**config.mk**
```make
export PLATFORM = sky130hd
export DESIGN_NAME = combo_decoder
export DESIGN_NICKNAME = d
export VERILOG_FILES = /design/src/rtl/combo_decoder.sv
export SDC_FILE = /design/constraint.sdc
export NUM_CORES = 1
export LEC_CHECK = 0
export BUFFER_PORTS_ARGS = -buffer_cell sky130_fd_sc_hd__buf_2
export CAP_MARGIN = 40
export CORE_ASPECT_RATIO = 1.2
export CORE_UTILIZATION = 40
export DETAILED_ROUTE_END_ITERATION = 6
export HOLD_SLACK_MARGIN = 0.02
export PLACE_DENSITY = 0.66
export SLEW_MARGIN = 20
export SYNTH_ARGS = -nofsm -noshare
export SYNTH_HDL_FRONTEND = slang
export SYNTH_SLANG_ARGS = --single-unit
```
**constraint.sdc**
```tcl
create_clock -name clk -period 3.61 [get_ports clk]
set_input_delay 0.1805 -clock clk [delete_from_list [all_inputs] [get_ports clk]]
set_output_delay 0.1805 -clock clk [all_outputs]
set_load 0.02 [all_outputs]
```
**src/rtl/combo_decoder.sv**
```systemverilog
// Per-player move decoder: synchronizes debounced buttons, keeps a short
// directional history and resolves punch presses into special-move combos.
module combo_decoder #(
   parameter int unsigned STEP_TIMEOUT = 25_000_000
) (
   input  logic       clk,
   input  logic       rst_n,
   input  logic       enable,
   input  logic       facingRight,
   input  logic       btnU,
   input  logic       btnD,
   input  logic       btnL,
   input  logic       btnR,
   input  logic       btnC,
   output logic       comboValid,
   output logic [1:0] comboId,
   output logic       busy
);

   localparam int NUM_BTN = 5;
   localparam int CNT_W   = 25;

   typedef enum logic [2:0] {
      TOK_EMPTY = 3'd0,
      TOK_UP    = 3'd1,
      TOK_DOWN  = 3'd2,
      TOK_FWD   = 3'd3,
      TOK_BACK  = 3'd4
   } token_t;

   typedef struct packed {
      logic       valid;
      logic [1:0] id;
   } comboRsp_t;

   // Bit order {C, R, L, D, U}
   logic [NUM_BTN-1:0]       btnRaw;
   logic [3:1][NUM_BTN-1:0]  syncPipe;
   logic [NUM_BTN-1:0]       press;

   assign btnRaw = {btnC, btnR, btnL, btnD, btnU};

   // Stages 1-2 synchronize, stage 3 remembers the previous level for edges.
   always_ff @(posedge clk or negedge rst_n) begin
      if (!rst_n) syncPipe <= '0;
      else        syncPipe <= {syncPipe[2:1], btnRaw};
   end

   assign press = syncPipe[2] & ~syncPipe[3];

   token_t          h0, h1, h2;
   logic [CNT_W-1:0] stepCnt;
   comboRsp_t       rsp;

   logic       punch, push, pFwd, pBack, timeout;
   token_t     pushTok;
   logic [1:0] matchId;

   assign punch = press[4];
   assign pFwd  = facingRight ? press[3] : press[2];
   assign pBack = facingRight ? press[2] : press[3];

   always_comb begin
      pushTok = TOK_EMPTY;
      if (!punch) begin
         if      (press[1]) pushTok = TOK_DOWN;
         else if (pFwd)     pushTok = TOK_FWD;
         else if (pBack)    pushTok = TOK_BACK;
         else if (press[0]) pushTok = TOK_UP;
      end
   end

   assign push = (pushTok != TOK_EMPTY);

   // Longest pattern first so FWD,DOWN,FWD is never reported as hadouken.
   always_comb begin
      matchId = 2'd0;
      if (h2 == TOK_FWD && h1 == TOK_DOWN && h0 == TOK_FWD) matchId = 2'd2;
      else if (h1 == TOK_DOWN && h0 == TOK_FWD)             matchId = 2'd1;
      else if (h1 == TOK_DOWN && h0 == TOK_BACK)            matchId = 2'd3;
   end

   assign busy    = (h0 != TOK_EMPTY);
   assign timeout = busy && (stepCnt == CNT_W'(STEP_TIMEOUT - 1));

   always_ff @(posedge clk or negedge rst_n) begin
      if (!rst_n) begin
         h0      <= TOK_EMPTY;
         h1      <= TOK_EMPTY;
         h2      <= TOK_EMPTY;
         stepCnt <= '0;
         rsp     <= '0;
      end else begin
         rsp <= '0;
         if (!enable || punch || (!push && (timeout || !busy))) begin
            if (enable && punch) rsp <= '{valid: 1'b1, id: matchId};
            h0      <= TOK_EMPTY;
            h1      <= TOK_EMPTY;
            h2      <= TOK_EMPTY;
            stepCnt <= '0;
         end else if (push) begin
            // A push on the expiry edge starts a fresh history.
            h0      <= pushTok;
            h1      <= timeout ? TOK_EMPTY : h0;
            h2      <= timeout ? TOK_EMPTY : h1;
            stepCnt <= '0;
         end else begin
            stepCnt <= stepCnt + 1'b1;
         end
      end
   end

   assign comboValid = rsp.valid;
   assign comboId    = rsp.id;

endmodule

```
==> impl_metrics.toml <==
[status]
outcome = "finished clean"

[cts]
cts_tree = "built"
numCtsBuffers = 5
clk_pin_slew_ns = 0.09
htreeDepth = 2
cts.root.buffer_cell = "clkbuf_8"
clock-sinks = 52
cts.path.max_buffers = 2
cts_resized = 0
insertion_delay_ns = 0.29

[run]
drv_cap = 0

[synth]
synthTopCellsByArea = "dfrtp_1, nor2_4, xor2_1, nand3_1, nor2_1"
ys_warn_count = 0
synth_nets = 234
synth-seq-cells = 52
yosys.area.top_type = "dfrtp_1"
syn_area_per_cell_um2 = 11.3
synth_top_cell_area_share_pct = 51.4
syn_inst = 224
yosysSeqAreaShare_pct = 51.4
ys_types = 41
syn_area_mm2 = 0.00253

[setup_path]
path_cells = "nor4b_1 -> nand4_1 -> o31ai_2 -> or2_2 -> buf_4 -> nor2_1"
startpoint_type = "flop"
worstSetupPathType = "flop to flop"
cp.arrival_ns = 2.36
cp_slowest_stage_delay_ns = 0.48
cp-end-kind = "flop"
required_ns = 3.77
crit_slowest_cell = "buf_4"
cp_max_fo = 25

[sta]
finClkSkew_ns = 0.00625
slew_viol_final = 0
fmaxAchievable_mhz = 454
rsz0062_at_grt = "no"
worst_pin_slew_ns = 0.689
setup-tns-final_ns = 0
setup_violations = 0
holdWs_ns = 0.153
slew_headroom_pct = 53.7
fin_crit_sh_pct = 61.0
period_needed_ns = 2.20
finalHoldViolCount = 0

[placement]
place.gp.congestion = 0.795
dp_hpwl_um = 2910
port_buffers = 12
placed_area_mm2 = 0.00265

[power]
ir_worst_vdd_uv = 149
p_switching_mw = 0.242
switching_share_pct = 22.7
power_density_mw_per_mm2 = 379
power_frac_comb_pct = 7.2
p_int_mw = 0.826
power_frac_clock_pct = 36.3
leakagePower_nw = 1.10
power_frac_seq_pct = 56.5

[die]
coreArea_mm2 = 0.00609
rows = 31
dieArea_mm2 = 0.00665
start_util_pct = 41.6
die_y_um = 89.2
die_w_um = 74.6
num_io_pins = 13

[global_route]
grt_use_total_pct = 14.7
gr-total-overflow = 0
grt_pass1_wl_um = 7470
grt_pass1_vias = 1623
antenna_found_initial = 0
grt_max_degree = 53

[finish]
fill_cells = 579
area_delta_synth_final_pct = 11.3
regArea_mm2 = 0.00130
fin_util_pct = 46.3
mostFrequentLayoutCells = "dfrtp_1, nand3_1, nor2_1, nor2_4, xor2_1"
layout_commonest_cell = "dfrtp_1"
multi_input_area_mm2 = 0.00116
antenna_cells = 0
drive_gt1_share_pct = 21.5
nets = 255
final_area_mm2 = 0.00282

[detailed_routing]
vias = 1657
drt_iter0_markers = 112
dr.pass1.iters = 4
antenna_left = 0
wl_um = 4180
routed_via_density = 5.05
drt-wirelength-per-cell_um = 12.7
drc = 0

[hold_path]
hold_path.class = "input port to flop"
[layout make-up]
class,instances,area share (%)
clock inverters,3,1.51
well taps,82,3.64
repair buffers,20,4.80
multi-input cells,164,41.2
clock buffers,5,2.44
inverters,2,0.266
flip-flops and latches,52,46.2
[power groups by stage]
stage	clock network [mW]	logic [mW]	registers, mW
2_1_floorplan	0	0.0518	0.613
3_3_place_gp	0	0.0727	0.614
3_5_place_dp	0	0.0732	0.615
4_1_cts	0.406	0.0782	0.603
5_1_grt	0.428	0.0857	0.606
6_report	0.388	0.0768	0.603
[cell families (layout without fill, tap and decap cells)]
kind of cell             Yosys count  count (layout)  share of synthesized area (%)
AO/OA/AOI/OAI                     20              20                           6.27
XOR/XNOR                          23              23                           7.95
adder cells (fa/ha/maj)            1               1                          0.494
buffers and inverters              8              30                           2.82
flip-flops                        52              52                           51.4
AND/OR/NAND/NOR                  120             120                           31.1
[what timing repair did]
| item | in CTS | in global routing |
|---|---|---|
| buffers inserted | 0 | 0 |
| endpoints found under the hold margin | 57 | 0 |
| hold buffers | 6 | 0 |
| setup endpoints to repair | 0 | 0 |
[worst paths after layout]
kind	start	slack (ns)	depth (start not counted)	end
hold / removal	enable	0.15	3	h0[0]
setup reg to reg	stepCnt[7]	1.41	6	stepCnt[2]
hold reg to reg	syncPipe[3]	0.36	0	syncPipe[8]
setup / recovery	stepCnt[7]	1.41	6	stepCnt[2]
max in group asynchronous	rst_n	2.64	3	stepCnt[21]
min in group asynchronous	rst_n	0.54	3	syncPipe[12]
[metal layers]
| layer | wire length (um) | global-route usage, % |
|---|---|---|
| met1 | 1900 | 18.6 |
| met2 | 2150 | 25.2 |
| met3 | 90 | 2.71 |
| met4 | 37 | 4.63 |
| met5 | 0 | 0 |
[worst max-delay path: cells and delay by family, from the launching register on]
kind	cells	cell delay, ns
buffers and inverters	1	0.48
flip-flops	1	0.45
AO/OA/AOI/OAI	1	0.34
AND/OR/NAND/NOR	4	0.79
[through the flow]
step,power (mW),setup slack (ns),std cells
detailed placement,0.688,1.43,314
global route,1.12,1.27,328
finish,1.07,1.41,328
floorplan,0.665,1.87,224
CTS,1.09,1.38,328
global placement,0.687,1.45,314
[flip-flops by register name, indices dropped and copies added (netlist names)]
register    flops
stepCnt        25
comboValid      1
syncPipe       15
h0              3
comboId         2
h2              3
h1              3
[synthesized netlist by cell type]
library cell and instances:
o41ai_4 1, nor3_1 2, buf_2 1, nor3b_1 1, or3_1 1, nand3_1 19, ha_1 1, nor2_1 18
nor2b_1 3, a32o_1 3, buf_12 2, nor2_2 2, nor2b_4 2, dfrtp_1 52, a21oi_1 9, o211ai_1 2
nor4_2 3, nor2_4 18, buf_6 1, nand2_2 1, nand3_2 1, or2_2 1, and3_1 7, o32ai_1 1
or2_1 1, a21boi_0 1, nand2_1 15, o21ai_1 1, a211oi_1 1, xnor2_1 6, nor4b_1 2, o31ai_2 1
nand3b_1 1, xor2_1 17, nor4_1 3, clkbuf_1 2, nand2b_1 5, and2_1 4, inv_1 2, and4_1 4
nand4_1 6
No activity file was read; power rests on OpenSTA's default activity.
